[src/rtl/ariane_pkg.sv]
// Slice of the CVA6 core package: scoreboard entry, exception and FU types
// shared between the issue, execute and commit stages.
package ariane_pkg;

  localparam int unsigned XLEN          = 32;
  localparam int unsigned VLEN          = 32;
  localparam int unsigned TRANS_ID_BITS = 3;

  typedef enum logic [3:0] {
    NONE, LOAD, STORE, ALU, CTRL_FLOW, MULT, CSR
  } fu_t;

  typedef enum logic [3:0] {
    ADD, SUB, XORL, ORL, ANDL, SLTS, SLTU, SLL, SRL, SRA, LW, SW, MUL, CSR_RW
  } fu_op;

  typedef struct packed {
    logic [XLEN-1:0] cause;
    logic [XLEN-1:0] tval;
    logic            valid;
  } exception_t;

  typedef struct packed {
    logic [VLEN-1:0]          pc;
    logic [TRANS_ID_BITS-1:0] trans_id;
    fu_t                      fu;
    fu_op                     op;
    logic [4:0]               rs1;
    logic [4:0]               rs2;
    logic [4:0]               rd;
    logic [XLEN-1:0]          result;
    logic                     valid;
    logic                     use_imm;
    exception_t               ex;
  } scoreboard_entry_t;

endpackage

[src/rtl/commit_feeder_pkg.sv]
// Shared definitions for the commit queue feeder: entry flags, default sizing
// and the circular pointer helper.
package commit_feeder_pkg;

  localparam int unsigned DEF_NR_ENTRIES      = 8;
  localparam int unsigned DEF_NR_COMMIT_PORTS = 2;
  localparam int unsigned DEF_XLEN            = 32;

  typedef struct packed {
    logic allocated;
    logic finished;
  } entry_flags_t;

  // Depth is a power of two, so wrapping is a mask.
  function automatic int unsigned ptr_add(input int unsigned ptr,
                                          input int unsigned inc,
                                          input int unsigned depth);
    return (ptr + inc) & (depth - 1);
  endfunction

endpackage

[src/rtl/commit_feeder_ptr_ctrl.sv]
// Head/tail/count bookkeeping for the retire queue: accepts issues, retires
// acknowledged entries and resets everything on flush.
module commit_feeder_ptr_ctrl
  import commit_feeder_pkg::*;
#(
  parameter int unsigned NR_ENTRIES      = DEF_NR_ENTRIES,
  parameter int unsigned NR_COMMIT_PORTS = DEF_NR_COMMIT_PORTS,
  parameter int unsigned TRANS_ID_BITS   = $clog2(NR_ENTRIES)
) (
  input  logic                       clk_i,
  input  logic                       rst_ni,
  input  logic                       flush_i,
  input  logic                       issue_valid_i,
  input  logic [NR_COMMIT_PORTS-1:0] ack_i,
  output logic                       push_o,
  output logic                       issue_ready_o,
  output logic [TRANS_ID_BITS-1:0]   head_o,
  output logic [TRANS_ID_BITS-1:0]   tail_o,
  output logic [TRANS_ID_BITS:0]     count_o
);

  localparam int unsigned CNT_W = TRANS_ID_BITS + 1;

  logic [TRANS_ID_BITS-1:0] head_q, head_d;
  logic [TRANS_ID_BITS-1:0] tail_q, tail_d;
  logic [CNT_W-1:0]         count_q, count_d;
  logic [CNT_W-1:0]         pop;

  // ack_i is already a contiguous prefix from port 0, so its popcount is the pop amount.
  always_comb begin
    pop           = '0;
    issue_ready_o = 1'b0;
    push_o        = 1'b0;
    head_d        = head_q;
    tail_d        = tail_q;
    count_d       = count_q;

    for (int unsigned k = 0; k < NR_COMMIT_PORTS; k++) begin
      pop = pop + CNT_W'(ack_i[k]);
    end

    issue_ready_o = (count_q < CNT_W'(NR_ENTRIES));
    push_o        = issue_valid_i & issue_ready_o & ~flush_i;

    if (flush_i) begin
      head_d  = '0;
      tail_d  = '0;
      count_d = '0;
    end else begin
      head_d  = TRANS_ID_BITS'(ptr_add(32'(head_q), 32'(pop), NR_ENTRIES));
      tail_d  = TRANS_ID_BITS'(ptr_add(32'(tail_q), 32'(push_o), NR_ENTRIES));
      count_d = count_q + CNT_W'(push_o) - pop;
    end
  end

  always_ff @(posedge clk_i or negedge rst_ni) begin
    if (!rst_ni) begin
      head_q  <= '0;
      tail_q  <= '0;
      count_q <= '0;
    end else begin
      head_q  <= head_d;
      tail_q  <= tail_d;
      count_q <= count_d;
    end
  end

  assign head_o  = head_q;
  assign tail_o  = tail_q;
  assign count_o = count_q;

endmodule

[src/rtl/commit_queue_feeder.sv]
// In-order retire queue that feeds the commit stage: allocate at issue, mark
// finished on writeback, present oldest entries and pop on acknowledge.
module commit_queue_feeder
  import commit_feeder_pkg::*;
#(
  parameter int unsigned NR_ENTRIES      = DEF_NR_ENTRIES,
  parameter int unsigned NR_COMMIT_PORTS = DEF_NR_COMMIT_PORTS,
  parameter int unsigned TRANS_ID_BITS   = $clog2(NR_ENTRIES),
  parameter int unsigned XLEN            = DEF_XLEN
) (
  input  logic                                                   clk_i,
  input  logic                                                   rst_ni,
  input  logic                                                   flush_i,
  input  logic                                                   issue_valid_i,
  input  ariane_pkg::scoreboard_entry_t                          issue_instr_i,
  output logic                                                   issue_ready_o,
  output logic [TRANS_ID_BITS-1:0]                               issue_trans_id_o,
  input  logic                                                   wb_valid_i,
  input  logic [TRANS_ID_BITS-1:0]                               wb_trans_id_i,
  input  logic [XLEN-1:0]                                        wb_result_i,
  input  ariane_pkg::exception_t                                 wb_ex_i,
  output ariane_pkg::scoreboard_entry_t [NR_COMMIT_PORTS-1:0]    commit_instr_o,
  input  logic [NR_COMMIT_PORTS-1:0]                             commit_ack_i,
  output logic [TRANS_ID_BITS:0]                                 count_o
);

  localparam int unsigned CNT_W  = TRANS_ID_BITS + 1;
  localparam int unsigned SB_XLEN = ariane_pkg::XLEN;

  ariane_pkg::scoreboard_entry_t [NR_ENTRIES-1:0] entries_q, entries_d;
  entry_flags_t [NR_ENTRIES-1:0]                  flags_q, flags_d;

  logic [TRANS_ID_BITS-1:0]   head, tail;
  logic [CNT_W-1:0]           count;
  logic                       push;
  logic [NR_COMMIT_PORTS-1:0] commit_valid;
  logic [NR_COMMIT_PORTS-1:0] ack_ok;
  logic [TRANS_ID_BITS-1:0]   port_idx [NR_COMMIT_PORTS];

  commit_feeder_ptr_ctrl #(
    .NR_ENTRIES      (NR_ENTRIES),
    .NR_COMMIT_PORTS (NR_COMMIT_PORTS),
    .TRANS_ID_BITS   (TRANS_ID_BITS)
  ) i_ptr_ctrl (
    .clk_i         (clk_i),
    .rst_ni        (rst_ni),
    .flush_i       (flush_i),
    .issue_valid_i (issue_valid_i),
    .ack_i         (ack_ok),
    .push_o        (push),
    .issue_ready_o (issue_ready_o),
    .head_o        (head),
    .tail_o        (tail),
    .count_o       (count)
  );

  // Presentation; an ack only counts on a valid port with every lower port also retiring.
  always_comb begin
    logic ok;
    ok     = 1'b1;
    ack_ok = '0;
    commit_valid = '0;
    for (int unsigned k = 0; k < NR_COMMIT_PORTS; k++) begin
      port_idx[k]             = TRANS_ID_BITS'(ptr_add(32'(head), k, NR_ENTRIES));
      commit_valid[k]         = (CNT_W'(k) < count) && flags_q[port_idx[k]].finished;
      commit_instr_o[k]       = entries_q[port_idx[k]];
      commit_instr_o[k].valid = commit_valid[k];
      ok                      = ok & commit_ack_i[k] & commit_valid[k];
      ack_ok[k]               = ok;
    end
  end

  always_comb begin
    entries_d = entries_q;
    flags_d   = flags_q;
    if (flush_i) begin
      flags_d = '0;
    end else begin
      if (push) begin
        entries_d[tail]          = issue_instr_i;
        entries_d[tail].result   = '0;
        entries_d[tail].ex.valid = 1'b0;
        entries_d[tail].valid    = 1'b0;
        flags_d[tail]            = '{allocated: 1'b1, finished: 1'b0};
      end
      if (wb_valid_i && flags_q[wb_trans_id_i].allocated) begin
        entries_d[wb_trans_id_i].result = SB_XLEN'(wb_result_i);
        entries_d[wb_trans_id_i].ex     = wb_ex_i;
        flags_d[wb_trans_id_i].finished = 1'b1;
      end
      for (int unsigned k = 0; k < NR_COMMIT_PORTS; k++) begin
        if (ack_ok[k]) begin
          flags_d[port_idx[k]] = '0;
        end
      end
    end
  end

  always_ff @(posedge clk_i or negedge rst_ni) begin
    if (!rst_ni) begin
      flags_q <= '0;
    end else begin
      flags_q <= flags_d;
    end
  end

  // Payload carries no reset; the flags alone decide what is live.
  always_ff @(posedge clk_i) begin
    entries_q <= entries_d;
  end

  assign issue_trans_id_o = tail;
  assign count_o          = count;

  always_ff @(posedge clk_i) begin
    if (rst_ni && !flush_i) begin
      if (wb_valid_i) begin
        assert (flags_q[wb_trans_id_i].allocated)
          else $error("writeback to unallocated entry %0d", wb_trans_id_i);
        assert (!flags_q[wb_trans_id_i].finished)
          else $warning("writeback overwrites finished entry %0d", wb_trans_id_i);
      end
      for (int unsigned k = 0; k < NR_COMMIT_PORTS; k++) begin
        assert (!commit_ack_i[k] || commit_valid[k])
          else $warning("ack on port %0d with no valid entry ignored", k);
      end
    end
  end

  if (NR_COMMIT_PORTS > 1) begin : g_ack_order
    always_ff @(posedge clk_i) begin
      if (rst_ni && !flush_i) begin
        assert (!(commit_ack_i[1] && !commit_ack_i[0]))
          else $warning("ack on port 1 without port 0 ignored");
      end
    end
  end

endmodule

[config.mk]
export PLATFORM = sky130hd
export DESIGN_NAME = commit_queue_feeder
export DESIGN_NICKNAME = d
export VERILOG_FILES = /design/src/rtl/ariane_pkg.sv /design/src/rtl/commit_feeder_pkg.sv /design/src/rtl/commit_feeder_ptr_ctrl.sv /design/src/rtl/commit_queue_feeder.sv
export SDC_FILE = /design/constraint.sdc
export NUM_CORES = 2
export LEC_CHECK = 0
export BUFFER_PORTS_ARGS = -buffer_cell sky130_fd_sc_hd__buf_2
export CAP_MARGIN = 10
export CORE_ASPECT_RATIO = 0.6
export CORE_UTILIZATION = 30
export CTS_BUF_LIST = sky130_fd_sc_hd__clkbuf_16
export DETAILED_ROUTE_END_ITERATION = 8
export PLACE_DENSITY = 0.58
export RECOVER_POWER = 50
export SYNTH_ARGS = -nofsm -noshare
export SYNTH_HDL_FRONTEND = slang
export SYNTH_SLANG_ARGS = --single-unit
[constraint.sdc]
create_clock -name clk_i -period 6.1 [get_ports clk_i]
set_input_delay 0.915 -clock clk_i [delete_from_list [all_inputs] [get_ports clk_i]]
set_output_delay 0.915 -clock clk_i [all_outputs]
set_load 0.005 [all_outputs]
==> flow_summary.toml <==
[yosys]
synth.distinct_cells = 52
syn-cell-area_um2 = 66800
async_flop_share_pct = 2.04
yosys_warnings = 0
yosys_register_bits = 1274
synth_top_flop_cell = "edfxtp_1"
synth_nets = 6455
synth_cells = 6178
ys_seq_area_share_pct = 57.1
synth_edf_count = 1248
syn_avg_cell_area_um2 = 10.8

[critical_path]
cp-end-kind = "flip-flop"
worst-setup-path-type = "in2reg"
cp.arrival_ps = 6160
crit_path_start_kind = "input pin"
required_ps = 6550
critPathMaxFanout = 85

[status]
violations = "capacitance limit, slew limit"
status = "complete, but fails checks"

[place]
gp_congestion = 0.829
dp_cells = 9103
portBuffers = 551
post-place-ws_ps = 1520
place_hpwl_um = 151000

[drt]
postRouteAntennaNets = 0
drtPass1Iterations = 8
post-route-drc-count = 0
vias_per_cell = 6.19
drt_iter0_markers = 8715
wl_per_cell_um = 30.5
vias = 58100
wirelength_um = 286000

[finish]
fin_nets = 6556
mostFrequentLayoutCells = "a22oi_1, edfxtp_1, nand2_1, o21ai_0, buf_2"
finalNonFillerCells = 9380
final_common_cell = "a22oi_1"
area_growth_pct = 13.8
final_layout_size_suffix_gt1_share_pct = 13.2

[global_route]
grt_util_all_layers_pct = 24.2
antenna_found_initial = 44
grt_max_degree = 231
grt_pass1_vias = 55200
grt_pass1_wl_um = 403000
globalRouteOverflowTotal = 0

[sta]
finClkSkew_ps = 53.5
hold_viol = 0
setup_violations = 0
report.final.slew_viol_count = 699
hold_ws_ps = 454
timing.final.ws_setup_ps = 389
slew_headroom_pct = -181
rsz0062_at_grt = "false"
tightest_slew_ps = 4210
period_share_pct = 93.6
fin_crit_ps = 5710
tns_ps = 0
clock.fmax_ghz = 0.175

[power_and_ir_drop]
vdd_ir_drop_max_uv = 172
clockPowerShare_pct = 40.5
finalPower_mw = 21.0
p_int_mw = 15.6
power.leakage_nw = 27.0
switchingPower_mw = 5.40
p_per_area_nw_per_um2 = 277
seqPwrFrac_pct = 50.4
combPwrFrac_pct = 9.1
power_switching_share_pct = 25.7

[clock_network]
cts_setup_buffers = 0
cts_buffers = 144
clock_path_buffers = 4
ctsResizeCount = 0
clk_pin_slew_ps = 60
cts_root_buffer = "clkbuf_16"
cts_hold_buffers = 0
numClockSinks = 1274
h-tree-depth = 4
cts_tree = "built"
clk-insertion-delay-late_ps = 790

[die]
die_w_um = 611
start_util_pct = 30.3
dieArea_um2 = 225000
rows = 133
dieHeight_um = 367
pin_count = 586
core-area_um2 = 220000

[run]
cap_violations = 13

[min_path]
hold_class = "in2reg"
stage by stage:
stage          util (%)  area [µm²]
3_5_place_dp       32.6       71800
2_1_floorplan         -       66800
6_report           34.5       76000
3_3_place_gp       32.6       71800
4_1_cts            34.6       76200
5_1_grt            34.5       76000
layout make-up:
type,instances,area (µm²)
Tap cell,2970,3720
Timing Repair Buffer,674,4270
Clock buffer,145,3630
Multi-Input combinational cell,4166,25400
Clock inverter,102,752
Antenna cell,30,75.1
Fill cell,21700,144000
Inverter,19,100
Sequential cell,1274,38100
logic make-up (layout without fill, tap and decap cells):
| family | count (synthesis) | count (layout) | share of synthesized area, % |
|---|---|---|---|
| xor gates and xnor gates | 6 | 6 | 0.101 |
| AOI/OAI and AO/OA | 2028 | 2028 | 20.2 |
| DFF | 1274 | 1274 | 57.1 |
| and+or+nand+nor | 1727 | 1727 | 11.2 |
| buffers and inverters | 738 | 940 | 5.17 |
| muxes | 392 | 392 | 5.88 |
| adders and majority gates | 13 | 13 | 0.266 |
| other | 0 | 30 | 0 |
power by group through the flow:
stage,logic (mW),clock network (mW),registers [mW]
finish,1.90,8.52,10.6
global route,2.05,8.94,10.6
CTS,1.90,8.64,10.6
detailed placement,1.90,0,10.8
global placement,1.84,0,10.7
floorplan,1.05,0,10.7
worst max-delay path, stage by stage:
cell,delay (ps)
clkbuf_1,850
nor3b_1,300
nand2b_1,240
or2_0,180
buf_2,2930
mux2i_1,410
o21ai_0,130
synth_stat cells, types with 2 or more instances:
master,n,share of area [%]
a22oi_1,1249,14
edfxtp_1,1248,56
nand2_1,1177,6.6
o21ai_0,569,4.3
mux2i_1,391,5.9
clkbuf_1,338,1.9
nand4_1,312,2.9
buf_2,255,1.9
nor2_1,141,0.79
a31oi_1,129,1.2
buf_4,71,0.80
o21ai_1,52,0.39
buf_1,42,0.24
nand3_1,41,0.31
dfrtp_1,26,0.97
nor2b_1,13,0.12
buf_6,12,0.20
a21oi_1,11,0.082
ha_1,11,0.21
inv_1,11,0.062
and3_1,8,0.075
nor3_1,7,0.052
a211oi_1,6,0.067
nand2b_1,5,0.047
a2111oi_1,4,0.060
and3b_1,4,0.052
inv_2,4,0.022
nor3_2,4,0.060
a2111oi_2,3,0.067
and2_1,3,0.028
clkinv_2,3,0.022
xnor2_1,3,0.039
fa_1,2,0.060
nand3b_1,2,0.022
o221ai_1,2,0.026
or2_1,2,0.019
or3_1,2,0.019
final timing paths:
check	start	end	slack, ps	cells after the start
setup / recovery	flush_i	entries_q[217]	390	7
hold reg to reg	flags_q[13]	flags_q[13]	600	2
min in group asynchronous	rst_ni	i_ptr_ctrl.count_o[2]	500	1
setup reg to reg	i_ptr_ctrl.count_o[3]	flip-flop	960	6
max in group asynchronous	rst_ni	flags_q[15]	4680	1
hold / removal	issue_instr_i[103]	flip-flop	450	1
per-layer routing:
layer  global-route usage [%]  wire length [µm]  vias to the layer above
met5                        0               150                        -
met2                     36.1            125000                     4723
met1                     33.0            111000                    28400
met4                     11.1             13600                       22
met3                     6.16             36800                      912
li1                         -                 -                    24000
Power figures use the tool's default switching activity.
